**src/rtl/pll_seq_pkg.sv**
```systemverilog
// Shared types and 27 MHz timing defaults for the PLL reset sequencer.
// Includes a saturating increment for the 4-bit status counters.
package pll_seq_pkg;

  typedef enum logic [1:0] {
    PLL_RST   = 2'd0,
    WAIT_LOCK = 2'd1,
    STABLE    = 2'd2,
    RUN       = 2'd3
  } state_e;

  localparam int unsigned DEF_RST_CYCLES    = 16;
  localparam int unsigned DEF_LOCK_TIMEOUT  = 27000;
  localparam int unsigned DEF_STABLE_CYCLES = 2700;
  localparam int unsigned DEF_TMR_W         = 16;

  function automatic logic [3:0] sat_inc4(
    input logic [3:0] v
  );
    return (v == 4'hF) ? v : v + 4'd1;
  endfunction

endpackage

```
**src/rtl/pll_lock_sync.sv**
```systemverilog
// Two-flop synchroniser with asynchronous active-low clear.
// Output lags the input by two clk edges.
module pll_lock_sync (
  input  logic clk,
  input  logic rst_n,
  input  logic d_i,
  output logic q_o
);

  logic meta_q, meta_d;
  logic sync_q, sync_d;

  // Shift the async input through the two stages
  always_comb begin
    meta_d = d_i;
    sync_d = meta_q;
  end

  // Synchroniser flops, cleared on rst_n
  always_ff @(posedge clk or negedge rst_n) begin
    if (!rst_n) begin
      meta_q <= 1'b0;
      sync_q <= 1'b0;
    end else begin
      meta_q <= meta_d;
      sync_q <= sync_d;
    end
  end

  assign q_o = sync_q;

endmodule

```
**src/rtl/pll_reset_sequencer.sv**
```systemverilog
// Drives rPLL RESET, qualifies LOCK, and releases sys_rst_n after
// lock has been stable; retries on timeout or loss with debug counters.
module pll_reset_sequencer
  import pll_seq_pkg::*;
#(
  parameter int unsigned RST_CYCLES    = DEF_RST_CYCLES,
  parameter int unsigned LOCK_TIMEOUT  = DEF_LOCK_TIMEOUT,
  parameter int unsigned STABLE_CYCLES = DEF_STABLE_CYCLES,
  parameter int unsigned TMR_W         = DEF_TMR_W
) (
  input  logic       clk,
  input  logic       rst_n,
  input  logic       pll_lock,
  input  logic       soft_req,
  output logic       pll_reset,
  output logic       sys_rst_n,
  output logic [1:0] state_o,
  output logic [3:0] retry_cnt,
  output logic [3:0] loss_cnt
);

  localparam logic [TMR_W-1:0] RST_LAST = TMR_W'(RST_CYCLES - 1);
  localparam logic [TMR_W-1:0] TO_LAST  = TMR_W'(LOCK_TIMEOUT - 1);
  localparam logic [TMR_W-1:0] STB_LAST = TMR_W'(STABLE_CYCLES - 1);
  localparam logic [TMR_W-1:0] TMR_MAX  = {TMR_W{1'b1}};

  state_e            state_q, state_d;
  logic [TMR_W-1:0]  timer_q, timer_d;
  logic              pll_reset_q, pll_reset_d;
  logic              sys_rst_n_q, sys_rst_n_d;
  logic [3:0]        retry_q, retry_d;
  logic [3:0]        loss_q, loss_d;
  logic              retry_inc, loss_inc;
  logic              lock_s;

  pll_lock_sync u_lock_sync (
    .clk   (clk),
    .rst_n (rst_n),
    .d_i   (pll_lock),
    .q_o   (lock_s)
  );

  // State register and all registered outputs
  always_ff @(posedge clk or negedge rst_n) begin
    if (!rst_n) begin
      state_q     <= PLL_RST;
      timer_q     <= '0;
      pll_reset_q <= 1'b1;
      sys_rst_n_q <= 1'b0;
      retry_q     <= 4'd0;
      loss_q      <= 4'd0;
    end else begin
      state_q     <= state_d;
      timer_q     <= timer_d;
      pll_reset_q <= pll_reset_d;
      sys_rst_n_q <= sys_rst_n_d;
      retry_q     <= retry_d;
      loss_q      <= loss_d;
    end
  end

  // Next state: soft_req, then lock events, then timer expiry
  always_comb begin
    state_d   = state_q;
    retry_inc = 1'b0;
    loss_inc  = 1'b0;
    unique case (state_q)
      PLL_RST: begin
        if (timer_q == RST_LAST) state_d = WAIT_LOCK;
      end
      WAIT_LOCK: begin
        if (soft_req) begin
          state_d = PLL_RST;
        end else if (lock_s) begin
          state_d = STABLE;
        end else if (timer_q == TO_LAST) begin
          state_d   = PLL_RST;
          retry_inc = 1'b1;
        end
      end
      STABLE: begin
        if (soft_req) begin
          state_d = PLL_RST;
        end else if (!lock_s) begin
          state_d = WAIT_LOCK;
        end else if (timer_q == STB_LAST) begin
          state_d = RUN;
        end
      end
      RUN: begin
        if (soft_req) begin
          state_d = PLL_RST;
        end else if (!lock_s) begin
          state_d  = PLL_RST;
          loss_inc = 1'b1;
        end
      end
      default: state_d = PLL_RST;
    endcase
  end

  // Timer, outputs from next state, and saturating counters
  always_comb begin
    timer_d = timer_q;
    if (state_d != state_q) begin
      timer_d = '0;
    end else if (timer_q != TMR_MAX) begin
      timer_d = timer_q + 1'b1;
    end
    pll_reset_d = (state_d == PLL_RST);
    sys_rst_n_d = (state_d == RUN);
    retry_d     = retry_inc ? sat_inc4(retry_q) : retry_q;
    loss_d      = loss_inc ? sat_inc4(loss_q) : loss_q;
  end

  assign pll_reset = pll_reset_q;
  assign sys_rst_n = sys_rst_n_q;
  assign state_o   = state_q;
  assign retry_cnt = retry_q;
  assign loss_cnt  = loss_q;

endmodule

```
**config.mk**
```make
export PLATFORM = sky130hd
export DESIGN_NAME = pll_reset_sequencer
export DESIGN_NICKNAME = d
export VERILOG_FILES = /design/src/rtl/pll_seq_pkg.sv /design/src/rtl/pll_lock_sync.sv /design/src/rtl/pll_reset_sequencer.sv
export SDC_FILE = /design/constraint.sdc
export NUM_CORES = 1
export LEC_CHECK = 0
export BUFFER_PORTS_ARGS = -buffer_cell sky130_fd_sc_hd__buf_2
export CORE_MARGIN = 10
export CORE_UTILIZATION = 52
export DETAILED_ROUTE_END_ITERATION = 6
export GPL_TIMING_DRIVEN = 0
export PLACE_DENSITY = 0.74
export SYNTH_ARGS = -nofsm -noshare
export SYNTH_HDL_FRONTEND = slang
export SYNTH_SLANG_ARGS = --single-unit
```
**constraint.sdc**
```tcl
create_clock -name clk -period 1.85 [get_ports clk]
set_input_delay 0.0925 -clock clk [delete_from_list [all_inputs] [get_ports clk]]
set_output_delay 0.0925 -clock clk [all_outputs]
set_load 0.02 [all_outputs]
```
==> results by stage <==
Power:
- Summed over all cells, the static leakage comes to 0.893 nW.
- Power spread over the standard cell area amounts to 992 mW/mm^2.
- VDD sags by at most ~0.00063 V.

STA:
- For the final database, setup skew stands at about 4.5 ps.
- The number of hold violations in the final report was 0.
- Dividing the final minimum period by the clock period gives 1.02.
- After layout, the worst setup slack is -28.9 ps.
- Setup repair after global routing could not meet its margin everywhere.
- The highest attainable clock frequency is between 0.5 and 0.6 GHz.
- The final-report max-slew violation count was 0.
- The post-layout minimum cycle time is 1880 ps.
- The total negative slack for setup checks is -135 ps.
- Measured against its own limit, the worst slew margin works out to 0.562.
- The number of failing setup endpoints in the final timing report is 7.
- At the pin with the least slew margin, the transition time is 657 ps.

GRT:
- The global-route layer with the greatest usage is met2.
- Global routing finished with a remaining overflow of 0.
- For this run, global-route usage on met2 was measured as 0.222.
- The number of antenna violations at the first check in global routing came to 0.
- The first global-routing pass estimated 5970 um of wire.
- The fraction of met3 tracks used by global routing is 0.0430.
- The largest net degree at the start of global routing is 31.
- The met1 routing resource usage after global routing is 0.164.
- The number of global-route vias before repair was 1273.
- The overall global routing resource usage is 0.137.

Critical path:
- The kind of start point of the critical path is a flop.
- Along the worst path, the maximum fanout reaches 8.
- Measured in cells, the most critical reg-to-reg path has a length of 5.
- In this design, the stage delay of the slowest critical-path cell is between 500 and 600 ps.
- The critical path start-end classification is flop to flop.
- Walking the worst path, the cells encountered are or4_4, nor4_4, o21bai_2, o21bai_4, nor2_1.
- The endpoint required time on the critical path is slightly above 2000 ps.
- For this design, the slowest cell found on the critical path is sky130_fd_sc_hd__or4_4.
- STA classifies the critical path endpoint as a flop.
- For the worst setup path, the data arrival time is approximately 2100 ps.
- In this run the register-to-register setup slack is -30 ps.

Place:
- Prior to clock tree synthesis, the placed netlist has a worst setup slack of -259 ps.
- Detailed placement finished with a half-perimeter wire length of ~2400 um.
- The congestion estimate from routability-driven global placement came to between 0.8 and 0.9.
- In this run the tool buffered the top-level ports with 15 buffer cells.

Final layout:
- The net count of the finished layout is about 200.
- The synthesis-to-layout area growth is 22.9%.
- The repair_antennas step left the layout with diodes totalling 0.
- In the final layout, the share of cells above drive strength 1 is 0.318.

Routing:
- The detailed router finished its first iteration with about 70 violations.
- The remaining antenna violation count is 0.
- The pre-antenna-repair detailed-routing pass consisted of 4 iterations.
- The via count is about 1400.
- Using the TritonRoute via totals, the vias-per-cell ratio works out to 5.95.
- The number of remaining DRC errors is 0.
- The average routed wire per standard cell is between 15 and 20 um.
- The final layout contains routed wiring with a total length of between 3000 and 4000 um.

Synth:
- The number of nets in the synthesized netlist is approximately 160.
- In this run, synthesis inferred 0 flip-flops with an integrated enable.
- In this run, distinct cell masters in the synthesized netlist total 46.
- Synthesis inferred 30 register bits.
- The area share of the leading cell type in the synthesized netlist is 0.452.
- Summing every instance area after synthesis gives around 0.0016 mm^2.
- After synthesis, the mean cell area works out to slightly above 10 um^2.
- Among all flip-flop cells after synthesis, the most frequent one is sky130_fd_sc_hd__dfrtp_1.
- After synthesis, the cell types taking the most area are sky130_fd_sc_hd__dfrtp_1 45%, sky130_fd_sc_hd__nor2_1 5.4%, sky130_fd_sc_hd__xnor2_1 4.4%, sky130_fd_sc_hd__xor2_1 2.7%, sky130_fd_sc_hd__nand2_1 2.6%.
- Yosys printed 0 warnings.
- Counting flops with an async set or reset pin after synthesis yields a share of 1.00.
- The gate count of the mapped netlist is 156.
- The biggest area contributor in the post-synthesis netlist is sky130_fd_sc_hd__dfrtp_1.
- The part of the Yosys area used for sequential elements is 0.469.

Run status:
- The run finished, with violations left.
- The final reports fail on setup timing.

CTS:
- Clock tree synthesis inserted a total of 5 buffers.
- No sink is reached through more buffers than the 2 on the longest clock path.
- The clock tree synthesis step divided the H-tree into 2 levels.
- The clock slew at the register clock pins of the worst setup and hold paths is about 90 ps.
- The clock net in this run drives a total of 30 sinks.
- TritonCTS built the clock tree.
- The cell at the root of the clock tree is sky130_fd_sc_hd__clkbuf_4.
- For the worst-skew pair, the clock arrives at the later sink with an insertion delay of ~330 ps.

Floorplan:
- The floorplan step defined a die boundary enclosing 0.00571 mm^2.
- In this run the horizontal extent of the chip is approximately 76 um.
- For this configuration, the core starts out at a cell density of 0.534.
- During I/O placement, the number of pins put on the boundary was 16.
- The die is ~76 um tall.
- The floorplan has 20 rows.
- The area inside the core boundary is between 0.003 and 0.004 mm^2.

Worst hold path:
- The worst hold path passes through 4 cells.
- The tightest min-delay check is of the input port to flop type.

Job:
- The number of maximum-capacitance violations is 0.
where the power goes:
group | switching, mW | internal [mW] | leakage (nW) | total [mW]
Sequential | 0.122 | 0.754 | 0.398 | 0.876
Clock | 0.221 | 0.187 | 0.0326 | 0.409
Combinational | 0.360 | 0.309 | 0.463 | 0.670
Total | 0.703 | 1.25 | 0.893 | 1.95
synth_stat cells, types with 3 or more instances:
cell,count
sky130_fd_sc_hd__dfrtp_1,29
sky130_fd_sc_hd__nor3_1,6
sky130_fd_sc_hd__nand3_1,7
sky130_fd_sc_hd__o21ai_0,3
sky130_fd_sc_hd__nor2_1,23
sky130_fd_sc_hd__mux2i_1,3
sky130_fd_sc_hd__and3_1,4
sky130_fd_sc_hd__xor2_1,5
sky130_fd_sc_hd__nand4_1,6
sky130_fd_sc_hd__xnor2_1,8
sky130_fd_sc_hd__a21oi_1,5
sky130_fd_sc_hd__nor4b_1,3
sky130_fd_sc_hd__nand2_1,11
sky130_fd_sc_hd__nor4_1,3
sky130_fd_sc_hd__ha_1,3
flip-flops by register name (all words and copies together) (netlist names):
signal	flops
u_lock_sync.q_o	1
u_lock_sync.meta_q	1
loss_cnt	4
state_o	2
pll_reset	1
retry_cnt	4
timer_q	16
sys_rst_n	1
critical path: cells and delay by family (launching register included):
kind | cells | cell delay (ps)
compound gates | 2 | 330
flops | 1 | 450
simple gates | 3 | 980
logic make-up (layout without fill, tap and decap cells):
logic type | Yosys count | count (layout) | share of synthesized area
buffers and inverters | 5 | 44 | 0.0187
muxes | 5 | 5 | 0.0328
DFF | 30 | 30 | 0.469
and+or+nand+nor | 81 | 81 | 0.300
adders and majority gates | 3 | 3 | 0.0234
xor gates and xnor gates | 13 | 13 | 0.0710
AOI/OAI and AO/OA | 19 | 19 | 0.0850
area by class of cell:
type / instances / area (um^2)
Timing Repair Buffer: 32 / 208
Inverter: 1 / 3.75
Tap cell: 33 / 41.3
Clock buffer: 8 / 58.8
Buffer: 3 / 27.5
Fill cell: 232 / 1030
Multi-Input combinational cell: 121 / 877
Sequential cell: 30 / 754
routing by layer:
metal,wire (um),vias up
met2,1820,38
met5,0,-
met4,116,0
li1,-,640
met1,1580,665
met3,207,14
repair_timing:
action / CTS / global route
hold buffers: 2 / 0
resized for setup: 7 / 7
endpoints found under the hold margin: 30 / 0
endpoints found under the setup margin: 19 / 19
pin swaps: 6 / 6
setup buffers: 6 / 9
placed cells by master, fill, tap and decap left out, types with 2 or more instances in the layout:
cell type	netlist	routed
sky130_fd_sc_hd__buf_2	2	16
sky130_fd_sc_hd__a21oi_1	5	5
sky130_fd_sc_hd__nand4_1	6	6
sky130_fd_sc_hd__buf_6	1	2
sky130_fd_sc_hd__xnor2_1	8	8
sky130_fd_sc_hd__nor3_2	1	2
sky130_fd_sc_hd__nand2_1	11	11
sky130_fd_sc_hd__ha_1	3	2
sky130_fd_sc_hd__xor2_1	5	5
sky130_fd_sc_hd__clkbuf_1	0	2
sky130_fd_sc_hd__mux2i_1	3	3
sky130_fd_sc_hd__nor4_2	0	2
sky130_fd_sc_hd__dlygate4sd3_1	0	2
sky130_fd_sc_hd__nand3b_1	2	2
sky130_fd_sc_hd__a31oi_1	2	2
sky130_fd_sc_hd__nor2_1	23	22
sky130_fd_sc_hd__clkbuf_4	0	5
sky130_fd_sc_hd__mux2_2	2	2
sky130_fd_sc_hd__nor4b_1	3	2
sky130_fd_sc_hd__and3_1	4	4
sky130_fd_sc_hd__or3_1	2	2
sky130_fd_sc_hd__dfrtp_2	0	2
sky130_fd_sc_hd__dfrtp_1	29	27
sky130_fd_sc_hd__nand3_1	7	7
sky130_fd_sc_hd__o21ai_0	3	3
sky130_fd_sc_hd__buf_4	0	15
sky130_fd_sc_hd__or4_4	2	3
sky130_fd_sc_hd__nor3_1	6	5
through the flow:
| step | cell area, um^2 | util | power [mW] | hold slack [ps] | cells |
|---|---|---|---|---|---|
| 5_1_grt | 1970 | 0.656 | 2.07 | 176 | 228 |
| 4_1_cts | 1880 | 0.626 | 1.89 | 174 | 220 |
| 3_3_place_gp | 1720 | 0.573 | 1.38 | 141 | 204 |
| 2_1_floorplan | 1600 | - | 1.25 | -203 | 156 |
| 6_report | 1970 | 0.656 | 1.95 | 181 | 228 |
| 3_5_place_dp | 1720 | 0.573 | 1.40 | 155 | 204 |
final timing paths:
kind	end	start
max in group asynchronous	timer_q[5]	rst_n
setup / recovery	timer_q[4]	timer_q[7]
hold / removal	loss_cnt[2]	soft_req
min in group asynchronous	loss_cnt[0]	rst_n
setup reg to reg	timer_q[4]	timer_q[7]
hold reg to reg	u_lock_sync.q_o	u_lock_sync.meta_q
(Power assumes the default switching activity.)
